--- src/rtl/na_sweep_sequencer_pkg.sv ---
// Shared definitions for the network-analyzer sweep sequencer.
// The sequencer and the IQ block's own register decoder both use these constants.
package na_sweep_sequencer_pkg;

    localparam int POINTBITS_DEF   = 16;
    localparam int TIMEOUTBITS_DEF = 8;

    // IQ-block averaging-engine addresses
    localparam logic [15:0] FREQ_ADDR = 16'h0108;
    localparam logic [15:0] SUM_ADDR  = 16'h0140;

    // PS-side register map
    localparam logic [15:0] REG_CTRL   = 16'h0000;
    localparam logic [15:0] REG_START  = 16'h0004;
    localparam logic [15:0] REG_STEP   = 16'h0008;
    localparam logic [15:0] REG_POINTS = 16'h000C;
    localparam logic [15:0] REG_STATUS = 16'h0010;

    localparam int STAT_ERR_BIT  = 31;
    localparam int STAT_DONE_BIT = 30;
    localparam int STAT_BUSY_BIT = 29;

    typedef enum logic [2:0] {
        S_IDLE, S_WR, S_WR_WAIT, S_RD, S_RD_WAIT, S_PUSH, S_NEXT, S_ERR
    } state_e;

    // Word k of the four sum words: I-lo, I-hi, Q-lo, Q-hi
    function automatic logic [15:0] sum_addr(input logic [1:0] k);
        return SUM_ADDR + {12'd0, k, 2'b00};
    endfunction

endpackage

--- src/rtl/na_sweep_sequencer_bus.sv ---
// Single-outstanding-transaction register-bus master with ack capture and timeout.
// Strobes are issued combinationally in the request cycle; address/data are held afterwards.
module na_bus_master
    import na_sweep_sequencer_pkg::*;
#(
    parameter int TIMEOUTBITS = TIMEOUTBITS_DEF
) (
    input  logic        clk_i,
    input  logic        rst_i,
    input  logic        flush_i,
    input  logic        req_valid_i,
    input  logic        req_we_i,
    input  logic [15:0] req_addr_i,
    input  logic [31:0] req_wdata_i,
    output logic        done_o,
    output logic [31:0] rdata_o,
    output logic        timeout_o,
    output logic [15:0] m_addr_o,
    output logic        m_wen_o,
    output logic        m_ren_o,
    output logic [31:0] m_wdata_o,
    input  logic        m_ack_i,
    input  logic [31:0] m_rdata_i
);

    // Last count value before giving up: 2^TIMEOUTBITS-1 waiting cycles in total
    localparam logic [TIMEOUTBITS-1:0] CNT_LAST = {{(TIMEOUTBITS-1){1'b1}}, 1'b0};

    logic                   pend_q, pend_d;
    logic [TIMEOUTBITS-1:0] cnt_q, cnt_d;
    logic [15:0]            addr_q;
    logic [31:0]            wdata_q;
    logic                   issue;

    assign issue     = req_valid_i && !pend_q && !flush_i;
    assign m_wen_o   = issue && req_we_i;
    assign m_ren_o   = issue && !req_we_i;
    assign m_addr_o  = issue ? req_addr_i  : addr_q;
    assign m_wdata_o = issue ? req_wdata_i : wdata_q;
    assign rdata_o   = m_rdata_i;

    always_comb begin
        pend_d    = pend_q;
        cnt_d     = cnt_q;
        done_o    = 1'b0;
        timeout_o = 1'b0;
        if (flush_i) begin
            pend_d = 1'b0;
        end else if (issue) begin
            pend_d = 1'b1;
            cnt_d  = '0;
        end else if (pend_q) begin
            if (m_ack_i) begin
                done_o = 1'b1;
                pend_d = 1'b0;
            end else if (cnt_q == CNT_LAST) begin
                timeout_o = 1'b1;
                pend_d    = 1'b0;
            end else begin
                cnt_d = cnt_q + 1'b1;
            end
        end
    end

    always_ff @(posedge clk_i) begin
        if (rst_i) begin
            pend_q  <= 1'b0;
            cnt_q   <= '0;
            addr_q  <= '0;
            wdata_q <= '0;
        end else begin
            pend_q <= pend_d;
            cnt_q  <= cnt_d;
            if (issue) begin
                addr_q  <= req_addr_i;
                wdata_q <= req_wdata_i;
            end
        end
    end

endmodule

--- src/rtl/na_sweep_sequencer.sv ---
// Frequency-sweep sequencer: programs each point into the IQ block's averager,
// collects the two 62-bit quadrature sums and streams them out as result beats.
module na_sweep_sequencer
    import na_sweep_sequencer_pkg::*;
#(
    parameter int POINTBITS   = POINTBITS_DEF,
    parameter int TIMEOUTBITS = TIMEOUTBITS_DEF
) (
    input  logic                  clk_i,
    input  logic                  rst_i,
    input  logic [15:0]           addr,
    input  logic                  wen,
    input  logic                  ren,
    input  logic [31:0]           wdata,
    output logic                  ack,
    output logic [31:0]           rdata,
    output logic [15:0]           m_addr,
    output logic                  m_wen,
    output logic                  m_ren,
    output logic [31:0]           m_wdata,
    input  logic                  m_ack,
    input  logic [31:0]           m_rdata,
    output logic                  res_valid,
    input  logic                  res_ready,
    output logic [POINTBITS-1:0]  res_idx,
    output logic signed [61:0]    res_i,
    output logic signed [61:0]    res_q
);

    state_e               state_q, state_d;
    logic [31:0]          freq_q, freq_d, start_q, step_q;
    logic [POINTBITS-1:0] points_q, run_pts_q, run_pts_d, idx_q, idx_d, idx_inc;
    logic [1:0]           k_q, k_d;
    logic [30:0]          slot_q [4];
    logic                 slot_we;
    logic                 done_q, done_d, err_q, err_d;
    logic                 ack_q;
    logic [31:0]          rdata_q, rd_mux;
    logic                 ctrl_wr, start_req, abort_req, busy;
    logic                 req_valid, req_we, bm_done, bm_timeout;
    logic [15:0]          req_addr;
    logic [31:0]          req_wdata, bm_rdata;

    assign ctrl_wr   = wen && (addr == REG_CTRL);
    assign abort_req = ctrl_wr && wdata[1];
    assign start_req = ctrl_wr && wdata[0] && !wdata[1];
    assign busy      = (state_q != S_IDLE) && (state_q != S_ERR);
    assign idx_inc   = idx_q + 1'b1;

    assign ack       = ack_q;
    assign rdata     = rdata_q;
    assign res_valid = (state_q == S_PUSH);
    assign res_idx   = idx_q;
    assign res_i     = signed'({slot_q[1], slot_q[0]});
    assign res_q     = signed'({slot_q[3], slot_q[2]});

    na_bus_master #(.TIMEOUTBITS(TIMEOUTBITS)) u_bus (
        .clk_i       (clk_i),
        .rst_i       (rst_i),
        .flush_i     (abort_req),
        .req_valid_i (req_valid),
        .req_we_i    (req_we),
        .req_addr_i  (req_addr),
        .req_wdata_i (req_wdata),
        .done_o      (bm_done),
        .rdata_o     (bm_rdata),
        .timeout_o   (bm_timeout),
        .m_addr_o    (m_addr),
        .m_wen_o     (m_wen),
        .m_ren_o     (m_ren),
        .m_wdata_o   (m_wdata),
        .m_ack_i     (m_ack),
        .m_rdata_i   (m_rdata)
    );

    always_comb begin
        rd_mux = '0;
        case (addr)
            REG_START:  rd_mux = start_q;
            REG_STEP:   rd_mux = step_q;
            REG_POINTS: rd_mux[POINTBITS-1:0] = points_q;
            REG_STATUS: begin
                rd_mux[POINTBITS-1:0] = idx_q;
                rd_mux[STAT_ERR_BIT]  = err_q;
                rd_mux[STAT_DONE_BIT] = done_q;
                rd_mux[STAT_BUSY_BIT] = busy;
            end
            default: rd_mux = '0;
        endcase
    end

    always_comb begin
        state_d   = state_q;
        freq_d    = freq_q;
        idx_d     = idx_q;
        k_d       = k_q;
        done_d    = done_q;
        err_d     = err_q;
        run_pts_d = run_pts_q;
        slot_we   = 1'b0;
        req_valid = 1'b0;
        req_we    = 1'b0;
        req_addr  = FREQ_ADDR;
        req_wdata = freq_q;
        if (abort_req) begin
            state_d = S_IDLE;
        end else begin
            case (state_q)
                S_IDLE, S_ERR: begin
                    if (start_req) begin
                        if (points_q == '0) begin
                            done_d  = 1'b1;
                            state_d = S_IDLE;
                        end else begin
                            freq_d    = start_q;
                            idx_d     = '0;
                            done_d    = 1'b0;
                            err_d     = 1'b0;
                            run_pts_d = points_q;
                            state_d   = S_WR;
                        end
                    end
                end
                S_WR: begin
                    req_valid = 1'b1;
                    req_we    = 1'b1;
                    state_d   = S_WR_WAIT;
                end
                S_WR_WAIT: begin
                    if (bm_done) begin
                        k_d     = 2'd0;
                        state_d = S_RD;
                    end else if (bm_timeout) begin
                        err_d   = 1'b1;
                        state_d = S_ERR;
                    end
                end
                S_RD: begin
                    req_valid = 1'b1;
                    req_addr  = sum_addr(k_q);
                    req_wdata = '0;
                    state_d   = S_RD_WAIT;
                end
                S_RD_WAIT: begin
                    // Bit 31 of the I-lo word flags an averaging run still in progress
                    if (bm_done) begin
                        state_d = S_RD;
                        if (!(k_q == 2'd0 && bm_rdata[31])) begin
                            slot_we = 1'b1;
                            if (k_q == 2'd3) state_d = S_PUSH;
                            else             k_d     = k_q + 2'd1;
                        end
                    end else if (bm_timeout) begin
                        err_d   = 1'b1;
                        state_d = S_ERR;
                    end
                end
                S_PUSH: begin
                    if (res_ready) state_d = S_NEXT;
                end
                S_NEXT: begin
                    freq_d = freq_q + step_q;
                    idx_d  = idx_inc;
                    if (idx_inc == run_pts_q) begin
                        done_d  = 1'b1;
                        state_d = S_IDLE;
                    end else begin
                        state_d = S_WR;
                    end
                end
                default: state_d = S_IDLE;
            endcase
        end
    end

    always_ff @(posedge clk_i) begin
        if (rst_i) begin
            state_q   <= S_IDLE;
            freq_q    <= '0;
            idx_q     <= '0;
            k_q       <= '0;
            done_q    <= 1'b0;
            err_q     <= 1'b0;
            run_pts_q <= '0;
            start_q   <= '0;
            step_q    <= '0;
            points_q  <= '0;
            ack_q     <= 1'b0;
            rdata_q   <= '0;
            for (int s = 0; s < 4; s++) slot_q[s] <= '0;
        end else begin
            state_q   <= state_d;
            freq_q    <= freq_d;
            idx_q     <= idx_d;
            k_q       <= k_d;
            done_q    <= done_d;
            err_q     <= err_d;
            run_pts_q <= run_pts_d;
            ack_q     <= wen || ren;
            if (ren) rdata_q <= rd_mux;
            if (slot_we) slot_q[k_q] <= bm_rdata[30:0];
            if (wen) begin
                case (addr)
                    REG_START:  start_q  <= wdata;
                    REG_STEP:   step_q   <= wdata;
                    REG_POINTS: points_q <= wdata[POINTBITS-1:0];
                    default: ;
                endcase
            end
        end
    end

endmodule

--- config.mk ---
export PLATFORM = sky130hd
export DESIGN_NAME = na_sweep_sequencer
export DESIGN_NICKNAME = d
export VERILOG_FILES = /design/src/rtl/na_sweep_sequencer_pkg.sv /design/src/rtl/na_sweep_sequencer_bus.sv /design/src/rtl/na_sweep_sequencer.sv
export SDC_FILE = /design/constraint.sdc
export NUM_CORES = 1
export LEC_CHECK = 0
export CORE_MARGIN = 10
export CORE_UTILIZATION = 30
export DETAILED_ROUTE_END_ITERATION = 10
export PLACE_DENSITY = 0.52
export SYNTH_ARGS = -nofsm -noshare
export SYNTH_HDL_FRONTEND = slang
export SYNTH_HIERARCHICAL = 1
export SYNTH_SLANG_ARGS = --single-unit
--- constraint.sdc ---
create_clock -name clk_i -period 4.9 [get_ports clk_i]
set_input_delay 0.49 -clock clk_i [delete_from_list [all_inputs] [get_ports clk_i]]
set_output_delay 0.49 -clock clk_i [all_outputs]
set_load 0.03 [all_outputs]
==> flow_summary_export.csv <==
group,metric,value,unit
worst_setup_path,critPathMaxFanout,31,
sta,layout_setup_ws,505.9,ps
clock_network,postCtsHoldBufs,0,
worst_setup_path,r2r_setup_slack,1510,ps
sta,hold_slack,443.1,ps
sta,setup_violations,0,
power,p_total,6689,uW
clock_network,cts_tree,"yes",
clock_network,clk_latency,570,ps
worst_setup_path,path_delay_family,"simple AND/OR/NAND/NOR gates",
synthesis,netlist_area,0.01749,sq mm
power,powerDensity,293.6,mW/mm^2
route,via_count,14331,
sta,worst_pin_slew,1117,ps
synthesis,ys_dominant_reg_cell,"dfxtp_1",
synthesis,ys_async_sr_fraction,0,
die,die_x,261.4,microns
sta,maxSlewHeadroom,0.2552,
worst_setup_path,crit_top_cell,"clkdlybuf4s50_1",
flow_run,maxCapViolations,0,
layout,layout-drive-gt1-share,0.09729,
sta,fin_skew,21.00,ps
synthesis,seq_area_frac_synth,0.4888,
layout,fillers,5676,
worst_setup_path,slowest_delay,610,ps
synthesis,ys.warnings.count,6,
clock_network,cts_max_path_buffers,3,
clock_network,cts.sinks,365,
die,io_pins,310,
worst_setup_path,critPathRequiredTime,4410,ps
global_route,grt_pass1_wl,89.11,mm
layout,multiInputGateArea,0.008149,sq mm
power,p_leak,0.008638,uW
die,placeableCoreArea,0.05770,sq mm
placement,gp_congestion,0.8965,
layout,n_antenna_cell,0,
die,start_util,0.3031,
die,fp.dieArea,0.06835,sq mm
route,post_drt_wl_per_cell,20.99,microns
synthesis,syn_area_per_cell,9.582,sq um
layout,layout_common_cells,"clkdlybuf4s50_1, nand2_1, dfxtp_1",
clock_network,cts_resized,0,
worst_setup_path,crit_arrival,3900,ps
sta,period_needed,4394,ps
route,vias_per_cell,4.990,
global_route,antenna_found_initial,0,
worst_setup_path,crit_chain,"clkdlybuf4s50_1, or4_4, nor4_4, nand4_2, inv_2, nor3_1, nor3b_4, buf_12, mux2_4, clkdlybuf4s50_1",
synthesis,syn_inst,1825,
worst_setup_path,cp-end-kind,"output pin",
clock_network,htree_levels,2,
global_route,grt_pass1_vias,13781,
worst_setup_path,worstSetupPathType,"in2out",
route,drt_pass1_iterations,5,
min_path,hold_path_class,"in2reg",
worst_setup_path,critPathSlowestCell,"clkdlybuf4s50_1",
placement,hpwl,43.78,mm
layout,layout_commonest_cell,"clkdlybuf4s50_1",
clock_network,numCtsBuffers,44,
placement,port_buffers,309,
placement,place_ws,365.8,ps
synthesis,synth.distinct_cells,80,
layout,ff_latch_area,0.008548,sq mm
die,die_y,261.4,microns
sta,grt_setup_unrepaired,"false",
power,vdd_drop_max,239.6,uV
synthesis,yosys_register_bits,365,
layout,layout.nets,2196,
layout,area_growth_syn_to_layout,30.30,%
route,wl,60.29,mm
route,drc,0,
synthesis,synth_edf_count,124,
global_route,grt_max_degree,95,
clock_network,cts_root_buffer,"clkbuf_16",
route,postRouteAntennaNets,0,
clock_network,cts_setup_buffers,0,
sta,fin_setup_tns,0,ps
run_status,status,"finished clean",
global_route,grtUsageTotal,0.1690,
sta,fmax,227.6,MHz
clock_network,clkTransAtPathRegs,60,ps
sta,final_max_slew_viol_count,0,
worst_setup_path,path_buf_inv,4,
sta,finalCritPeriodShare,0.8967,
die,num_rows,88,
route,drt_iter0_drc,1091,
sta,hold_viol_final,0,
global_route,grt.overflow.total,0,
worst_setup_path,cp-start-kind,"input pin",
-- final cells by class --
cell class	instances	area share
clock buffer	67	0.05651
tap	765	0.04201
sequential	365	0.3752
multi-input combinational	1303	0.3577
inverter	22	0.003624
clock inverter	13	0.003954
timing repair buffer	337	0.1611
-- logic make-up after synthesis --
group / synth area share
AO/OA/AOI/OAI: 0.1385
XOR/XNOR: 0.02404
adder cells (fa/ha/maj): 0.02748
buffers and inverters: 0.05030
flip-flops: 0.4888
multiplexers: 0.05309
other: 0.0004295
AND/OR/NAND/NOR: 0.2173
-- through the flow --
step,utilization,instances,instance area [sq um]
2_1_floorplan,-,1836,17540
3_3_place_gp,0.3710,2792,21410
3_5_place_dp,0.3710,2792,21410
4_1_cts,0.3949,2872,22780
5_1_grt,0.3949,2872,22780
6_report,0.3949,2872,22780
-- power breakdown --
group / leakage, uW / total [uW] / internal (uW) / switching, uW
Sequential: 0.00322 / 3180 / 3170 / 14.8
Combinational: 0.00474 / 367 / 142 / 224
Clock: 0.000672 / 3140 / 1810 / 1330
Total: 0.00864 / 6690 / 5120 / 1570
-- worst paths after layout --
path / from / endpoint / cells after the start
setup / recovery: addr[15] / m_addr[8] / 10
hold / removal: rst_i / k_q[0] / 2
setup reg to reg: state_q[0] / slot_q[2][14] / 5
hold reg to reg: start_q[25] / start_q[25] / 2
-- layer usage --
metal	up-vias	GRT usage	routed length, microns	share of wire
met1	6885	0.2305	27560	0.46
met3	62	0.03600	4413	0.073
met4	0	0.03516	956	0.016
met2	499	0.2711	27360	0.45
li1	6885	-	-	-
met5	-	0	0	0
-- synth_stat cells (all sizes together) (3+ instances only) --
cell type  count  area [sq um]
or2            5         31.28
and3          19         118.9
o21a           8         60.06
nor4          13         96.34
nor3b          4         40.03
edfxtp       124          3724
or3            8         50.05
a31oi         11         68.82
nand3         21         105.1
nand2        255         959.7
a21o          10         75.07
a211oi        26         195.2
ha            36         450.4
xnor2         30         262.8
o31ai          7         52.55
clkbuf        83         311.6
mux2          50         728.2
mux2i         20         200.2
nor2         132         503.0
o211ai         6         45.04
a22oi         48         360.4
and4           4         35.03
o21ai         46         230.2
a221oi        14         122.6
xor2          18         157.7
a31o           3         26.28
or4            5         45.04
nand2b        11         68.82
buf           63         485.5
o221ai         3         26.28
a311oi         9         78.83
a41oi          4         35.03
o211a          9         90.09
a222oi         3         30.03
inv           21         78.82
nor2b         37         231.5
nor3          43         226.5
and2         180          1136
nand4         12         81.33
a21oi        154         782.0
dfxtp        241          4825
-- state kept, by name, summed over array words and instances (netlist names) --
name,count
rdata,32
u_bus/pend_q,1
slot_q,124
freq_q,32
start_q,32
points_q,16
err_q,1
done_q,1
step_q,32
run_pts_q,16
state_q,3
u_bus/cnt_q,8
res_idx,16
ack,1
u_bus/wdata_q,32
k_q,2
u_bus/addr_q,16
No activity file was read; power rests on OpenSTA's default activity.
